===== src/rtl/fault_qualifier_pkg.sv =====
// Shared types and constants for the fault qualifier slice.
// Holds the FSM state encoding, cause codes and a constant-width helper.
package fault_pkg;

   typedef enum logic [1:0] {
      IDLE,
      ARMING,
      FAULT,
      CLEARING
   } fault_state_t;

   localparam logic [1:0] CAUSE_NONE     = 2'b00;
   localparam logic [1:0] CAUSE_PERSIST  = 2'b01;
   localparam logic [1:0] CAUSE_INTERMIT = 2'b10;

   function automatic int unsigned max_u(input int unsigned a, input int unsigned b);
      return (a > b) ? a : b;
   endfunction

endpackage


===== src/rtl/fault_qualifier_if.sv =====
// Raw fault line in, qualified fault level, cause and glitch count out.
// The master side drives raw_fault; the slave side is the qualifier.
interface fault_qualifier_if #(
   parameter int unsigned GLITCH_LIMIT = 4
);
   localparam int unsigned GCW = $clog2(GLITCH_LIMIT + 1);

   logic           raw_fault;
   logic           true_fault;
   logic [1:0]     fault_cause;
   logic [GCW-1:0] glitch_count;

   modport master (
      output raw_fault,
      input  true_fault,
      input  fault_cause,
      input  glitch_count
   );

   modport slave (
      input  raw_fault,
      output true_fault,
      output fault_cause,
      output glitch_count
   );
endinterface


===== src/rtl/fault_qualifier_sync.sv =====
// Two-flop synchroniser for the asynchronous raw fault line.
// Kept as its own module so CDC tooling can recognise the crossing.
module fault_sync (
   input  logic clk,
   input  logic reset,
   input  logic d,
   output logic q
);
   logic meta;

   always_ff @(posedge clk or posedge reset) begin
      if (reset) begin
         meta <= 1'b0;
         q    <= 1'b0;
      end else begin
         meta <= d;
         q    <= meta;
      end
   end
endmodule


===== src/rtl/fault_qualifier.sv =====
// Debounces the synchronised fault line into true_fault and withdraws it after a clean period.
// Intermittent-fault detection (window timer + glitch counter) is built only with FAULT_GLITCH_DETECT_EN.
module fault_qualifier
   import fault_pkg::*;
#(
   parameter int unsigned DEBOUNCE_CYCLES = 16,
   parameter int unsigned CLEAR_CYCLES    = 64,
   parameter int unsigned GLITCH_LIMIT    = 4,
   parameter int unsigned WINDOW_CYCLES   = 1024
) (
   input logic              clk,
   input logic              reset,
   fault_qualifier_if.slave fq
);
   localparam int unsigned CNT_MAX = max_u(DEBOUNCE_CYCLES, CLEAR_CYCLES);
   localparam int unsigned CW      = $clog2(CNT_MAX + 1);
   localparam int unsigned GCW     = $clog2(GLITCH_LIMIT + 1);

   localparam logic [CW-1:0] DEB_C = CW'(DEBOUNCE_CYCLES);
   localparam logic [CW-1:0] CLR_C = CW'(CLEAR_CYCLES);
   localparam logic [CW-1:0] SAT_C = CW'(CNT_MAX);

   if (DEBOUNCE_CYCLES < 2 || CLEAR_CYCLES < 2 || GLITCH_LIMIT < 1 || WINDOW_CYCLES < 2) begin : g_bad_cfg
      $error("fault_qualifier: illegal parameter set");
   end

   logic          sync;
   fault_state_t  state;
   logic [CW-1:0] cnt;
   logic [CW-1:0] cnt_inc;
   logic          true_fault_q;
   logic [1:0]    cause_q;
   logic          glitch_trip;

   fault_sync u_sync (
      .clk   (clk),
      .reset (reset),
      .d     (fq.raw_fault),
      .q     (sync)
   );

   assign cnt_inc = (cnt == SAT_C) ? cnt : cnt + CW'(1);

   always_ff @(posedge clk or posedge reset) begin
      if (reset) begin
         state        <= IDLE;
         cnt          <= '0;
         true_fault_q <= 1'b0;
         cause_q      <= CAUSE_NONE;
      end else begin
         case (state)
            IDLE: begin
               if (sync) begin
                  state <= ARMING;
                  cnt   <= CW'(1);
               end
            end
            ARMING: begin
               if (sync) begin
                  if (cnt_inc == DEB_C) begin
                     state        <= FAULT;
                     cnt          <= '0;
                     true_fault_q <= 1'b1;
                     cause_q      <= CAUSE_PERSIST;
                  end else begin
                     cnt <= cnt_inc;
                  end
               end else if (glitch_trip) begin
                  state        <= FAULT;
                  cnt          <= '0;
                  true_fault_q <= 1'b1;
                  cause_q      <= CAUSE_INTERMIT;
               end else begin
                  state <= IDLE;
                  cnt   <= '0;
               end
            end
            FAULT: begin
               if (!sync) begin
                  state <= CLEARING;
                  cnt   <= CW'(1);
               end
            end
            CLEARING: begin
               // A re-assertion while clearing is a fault continuation, not a glitch; cause is kept.
               if (sync) begin
                  state <= FAULT;
                  cnt   <= '0;
               end else if (cnt_inc == CLR_C) begin
                  state        <= IDLE;
                  cnt          <= '0;
                  true_fault_q <= 1'b0;
                  cause_q      <= CAUSE_NONE;
               end else begin
                  cnt <= cnt_inc;
               end
            end
            default: begin
               state <= IDLE;
               cnt   <= '0;
            end
         endcase
      end
   end

`ifdef FAULT_GLITCH_DETECT_EN
   localparam int unsigned    WW       = $clog2(WINDOW_CYCLES);
   localparam logic [WW-1:0]  WIN_LAST = WW'(WINDOW_CYCLES - 1);
   localparam logic [GCW-1:0] GL_C     = GCW'(GLITCH_LIMIT);

   logic [WW-1:0]  win;
   logic [GCW-1:0] gc;
   logic [GCW-1:0] gc_inc;
   logic           glitch;
   logic           fault_entry;

   assign gc_inc      = gc + GCW'(1);
   assign glitch      = (state == ARMING) && !sync;
   assign glitch_trip = glitch && (gc_inc == GL_C);
   assign fault_entry = glitch_trip || ((state == ARMING) && sync && (cnt_inc == DEB_C));

   // Fault entry outranks a coincident wrap; both leave the count at zero.
   always_ff @(posedge clk or posedge reset) begin
      if (reset) begin
         win <= '0;
         gc  <= '0;
      end else if (fault_entry || (win == WIN_LAST)) begin
         win <= '0;
         gc  <= '0;
      end else begin
         win <= win + WW'(1);
         if (glitch) begin
            gc <= gc_inc;
         end
      end
   end

   assign fq.glitch_count = gc;
`else
   assign glitch_trip     = 1'b0;
   assign fq.glitch_count = '0;
`endif

   assign fq.true_fault  = true_fault_q;
   assign fq.fault_cause = cause_q;

endmodule


===== src/flat_wrapper.sv =====
// flat-port wrapper written by rule: the top's interface ports become plain ports
module fault_qualifier_flat import fault_pkg::*;
#(
   parameter int unsigned DEBOUNCE_CYCLES = 16,
   parameter int unsigned CLEAR_CYCLES    = 64,
   parameter int unsigned GLITCH_LIMIT    = 4,
   parameter int unsigned WINDOW_CYCLES   = 1024
)
  (clk, reset, fq_raw_fault, fq_true_fault, fq_fault_cause, fq_glitch_count);
  fault_qualifier_if #(.GLITCH_LIMIT(GLITCH_LIMIT)) fq_i ();
  input logic clk;
  input logic reset;
  input wire logic [$bits(fq_i.raw_fault)-1:0] fq_raw_fault;
  output wire logic [$bits(fq_i.true_fault)-1:0] fq_true_fault;
  output wire logic [$bits(fq_i.fault_cause)-1:0] fq_fault_cause;
  output wire logic [$bits(fq_i.glitch_count)-1:0] fq_glitch_count;
  assign fq_i.raw_fault = fq_raw_fault;
  assign fq_true_fault = fq_i.true_fault;
  assign fq_fault_cause = fq_i.fault_cause;
  assign fq_glitch_count = fq_i.glitch_count;
  fault_qualifier #(.DEBOUNCE_CYCLES(DEBOUNCE_CYCLES), .CLEAR_CYCLES(CLEAR_CYCLES), .GLITCH_LIMIT(GLITCH_LIMIT), .WINDOW_CYCLES(WINDOW_CYCLES)) u_core (.clk(clk), .reset(reset), .fq(fq_i));
endmodule

===== config.mk =====
export PLATFORM = sky130hd
export DESIGN_NAME = fault_qualifier_flat
export DESIGN_NICKNAME = d
export VERILOG_FILES = /design/src/rtl/fault_qualifier_pkg.sv /design/src/rtl/fault_qualifier_if.sv /design/src/rtl/fault_qualifier_sync.sv /design/src/rtl/fault_qualifier.sv /design/src/flat_wrapper.sv
export SDC_FILE = /design/constraint.sdc
export NUM_CORES = 1
export LEC_CHECK = 0
export CAP_MARGIN = 20
export CORE_MARGIN = 5
export CORE_UTILIZATION = 40
export DETAILED_ROUTE_END_ITERATION = 16
export HOLD_SLACK_MARGIN = 0.02
export PLACE_DENSITY_LB_ADDON = 0.15
export SLEW_MARGIN = 20
export SYNTH_ARGS = -nofsm -noshare
export SYNTH_HDL_FRONTEND = slang
export SYNTH_SLANG_ARGS = --single-unit

===== constraint.sdc =====
create_clock -name clk -period 2.2 [get_ports clk]
set_clock_uncertainty 0.05 [all_clocks]
set_input_delay 0.44 -clock clk [delete_from_list [all_inputs] [get_ports clk]]
set_output_delay 0.44 -clock clk [all_outputs]
set_load 0.02 [all_outputs]

==> flow_metrics.env <==
export IMPL_dr_pass1_iters=4
export IMPL_grt_pass1_wl_um=3008
export IMPL_synth_compound_area_share_pct=22.80
export IMPL_die_h_um=55.06
export IMPL_synth_area_leaders="dfrtp_1 37%, nand2_1 5.1%, buf_4 4.6%"
export IMPL_ir_drop_v=0.0003746
export IMPL_finalWorstSetupSlack_ps=136.5
export IMPL_area_growth_pct=13.56
export IMPL_max_slew_worst_pin_slew_ps=502.2
export IMPL_synth_cell_types=37
export IMPL_whs_ps=302.5
export IMPL_power_w=0.0005070
export IMPL_clock_sinks=12
export IMPL_die_area_um2=3031
export IMPL_timing_slew_headroom_pct=66.49
export IMPL_routabilityCongestion=0.8019
export IMPL_crit_path_start="u_core.cnt[0]"
export IMPL_drive_gt1_share_pct=16.67
export IMPL_clock_latency_ps=280
export IMPL_period_share_pct=93.80
export IMPL_use_met1_pct=17.87
export IMPL_antenna_found_initial=0
export IMPL_vias=662
export IMPL_syn_mean_instance_area_um2=9.228
export IMPL_tritoncts="yes"
export IMPL_drc_errors=0
export IMPL_synth_edff_count=0
export IMPL_cts_max_level=1
export IMPL_synthCells=88
export IMPL_start_util_pct=41.82
export IMPL_synth_async_reset_ratio_pct=100.0
export IMPL_antenna_left=0
export IMPL_synth_adder_area_share_pct=3.082
export IMPL_first_iter_violations=6
export IMPL_synth_xor_area_share_pct=2.157
export IMPL_crit_path_max_fanout=6
export IMPL_antennaDiodeCount=0
export IMPL_muxShareOfSynthArea_pct=1.233
export IMPL_postPlaceCellArea_um2=878.3
export IMPL_rr_startpoint="u_core.cnt[0]"
export IMPL_hpwl_um=1278
export IMPL_cp_required_ps=2310
export IMPL_p_leak_nw=0.3956
export IMPL_synthSimpleGateAreaFrac_pct=24.96
export IMPL_critical_path_buf_inv_count=0
export IMPL_drv_cap=0
export IMPL_cp_top_family="compound AO/OA/AOI/OAI gates"
export IMPL_ys_warn_count=0
export IMPL_finalSetupViolations=0
export IMPL_fin_crit_ps=2064
export IMPL_wl_um=1690
export IMPL_tns_ps=0
export IMPL_cts_buffers_inserted=3
export IMPL_synth_top_area_share_pct=36.98
export IMPL_ys_ff_latch=12
export IMPL_ys_flop_type="dfrtp_1"
export IMPL_yosys_top_cells_count="12 x dfrtp_1, 11 x nand2_1, 7 x inv_1"
export IMPL_path_cells="ha_2 > or4bb_1 > o211ai_1 > a21oi_4 > o41ai_1 > a2bb2oi_1"
export IMPL_startpoint_type="register"
export IMPL_use_met2_pct=23.62
export IMPL_hold_start="u_core.u_sync.meta"
export IMPL_grt_pass1_vias=658
export IMPL_path_class="register to register"
export IMPL_top_usage_layer="met2"
export IMPL_final_max_slew_viol_count=0
export IMPL_synth_largest_area_cell="dfrtp_1"
export IMPL_gr_total_overflow=0
export IMPL_cp_slowest_cell="or4bb_1"
export IMPL_stdcell_area_um2=922.1
export IMPL_ys_seq_area_share_pct=36.98
export IMPL_io_buffers=4
export IMPL_slowest_delay_ps=490
export IMPL_end_kind="register"
export IMPL_status="finished clean"
export IMPL_avgViaCountPerCell=5.382
export IMPL_layout_nets=102
export IMPL_grt_use_met3_pct=3.217
export IMPL_clock_fmax_ghz=0.4846
export IMPL_synth_most_common_cell="dfrtp_1"
export IMPL_core_rowCount=16
export IMPL_io_pin_count=9
export IMPL_crit_arrival_ps=2180
export IMPL_synth_top_family_by_area="simple AND/OR/NAND/NOR gates"
export IMPL_wl_per_cell_um=13.74
export IMPL_hold_violations=0
export IMPL_synthesis_area_um2=812.0
export IMPL_grt_max_degree=13
export IMPL_p_per_area_nw_per_um2=549.8
export IMPL_clk_pin_slew_ps=80
export IMPL_cts_root_buf="clkbuf_4"
export IMPL_grt_usage_pct=14.17
export IMPL_post_place_ws_ps=134.6
export IMPL_clockBufferDepth=2
export IMPL_hp_class="register to register"
export IMPL_die_width_um=55.06
export IMPL_coreArea_um2=1942
export IMPL_rsz0062_at_grt="no"
==> area by class of cell <==
cell class / count / area, µm²
well taps: 27 / 33.78
fillers: 197 / 1020
clock buffers: 4 / 36.28
repair buffers: 7 / 62.56
flip-flops and latches: 12 / 300.3
inverters: 7 / 26.28
multi-input cells: 66 / 462.9
==> cell families after synthesis <==
| kind of cell | after synthesis |
|---|---|
| flip-flops | 12 |
| other | 1 |
| AND/OR/NAND/NOR | 33 |
| AO/OA/AOI/OAI | 24 |
| XOR/XNOR | 2 |
| adder cells (fa/ha/maj) | 2 |
| multiplexers | 1 |
| buffers and inverters | 13 |
==> registers in the layout (all words and copies together), names as in the netlist, named ones only <==
register,cells
u_core.u_sync.meta,1
u_core.state,1
u_core.u_sync.q,1
u_core.fq.fault_cause,1
u_core.cnt,7
==> metal layers <==
| layer | share of wire, % | wire length (µm) | vias to the layer above |
|---|---|---|---|
| met1 | 44 | 742 | 315 |
| met3 | 4.5 | 76 | 4 |
| met2 | 50 | 850 | 19 |
| met5 | 0 | 0 | - |
| met4 | 1.2 | 21 | 0 |
| li1 | - | - | 324 |
==> report_power, final <==
part           leakage, nW   total, W  internal [W]  switching, W
Sequential           0.157   0.000238      0.000228     0.0000105
Clock               0.0210   0.000188      0.000101     0.0000869
Combinational        0.217  0.0000809     0.0000279     0.0000530
Total                0.396   0.000507      0.000357      0.000150
==> worst register-to-register path, stage by stage, from the launching register on <==
cell	delay, ps
dfrtp_1	450
ha_2	250
or4bb_1	490
o211ai_1	150
a21oi_4	130
o41ai_1	320
a2bb2oi_1	110
==> placed cells by master, fill, tap and decap left out, types with 2 or more instances in the layout <==
cell type,count
nor2_1,3
clkbuf_4,3
nand3_1,3
buf_4,3
clkdlybuf4s50_1,4
o21ai_0,5
inv_1,7
nand2b_1,3
o2111ai_1,2
conb_1,4
a21o_1,2
a2bb2oi_1,3
nand3b_1,2
nand2_1,11
nor3_2,2
dfrtp_1,12
o22ai_1,2
o21a_1,3
==> worst paths after layout <==
check,slack [ps],cells past startpoint,to
worst max register to register,140,6,u_core.fq.fault_cause[0]
max in group asynchronous,1340,2,u_core.cnt[2]
worst max-delay path,140,6,u_core.fq.fault_cause[0]
min in group asynchronous,420,2,u_core.cnt[6]
worst min register to register,300,0,u_core.u_sync.q
worst min-delay path,300,0,u_core.u_sync.q
==> per-stage QoR <==
stage / std cells / util [%]
after floorplan: 91 / -
after global placement: 119 / 45.23
final: 123 / 47.49
after global routing: 123 / 47.49
after CTS: 123 / 47.10
after detailed placement: 119 / 45.23
==> what timing repair did <==
action | 4_1_cts | 5_1_grt
hold endpoints to repair | 0 | 0
resized for setup | 0 | 2
endpoints found under the setup margin | 0 | 3
buffers inserted | 0 | 0
hold buffers | 0 | 0
(Power assumes the default switching activity.)
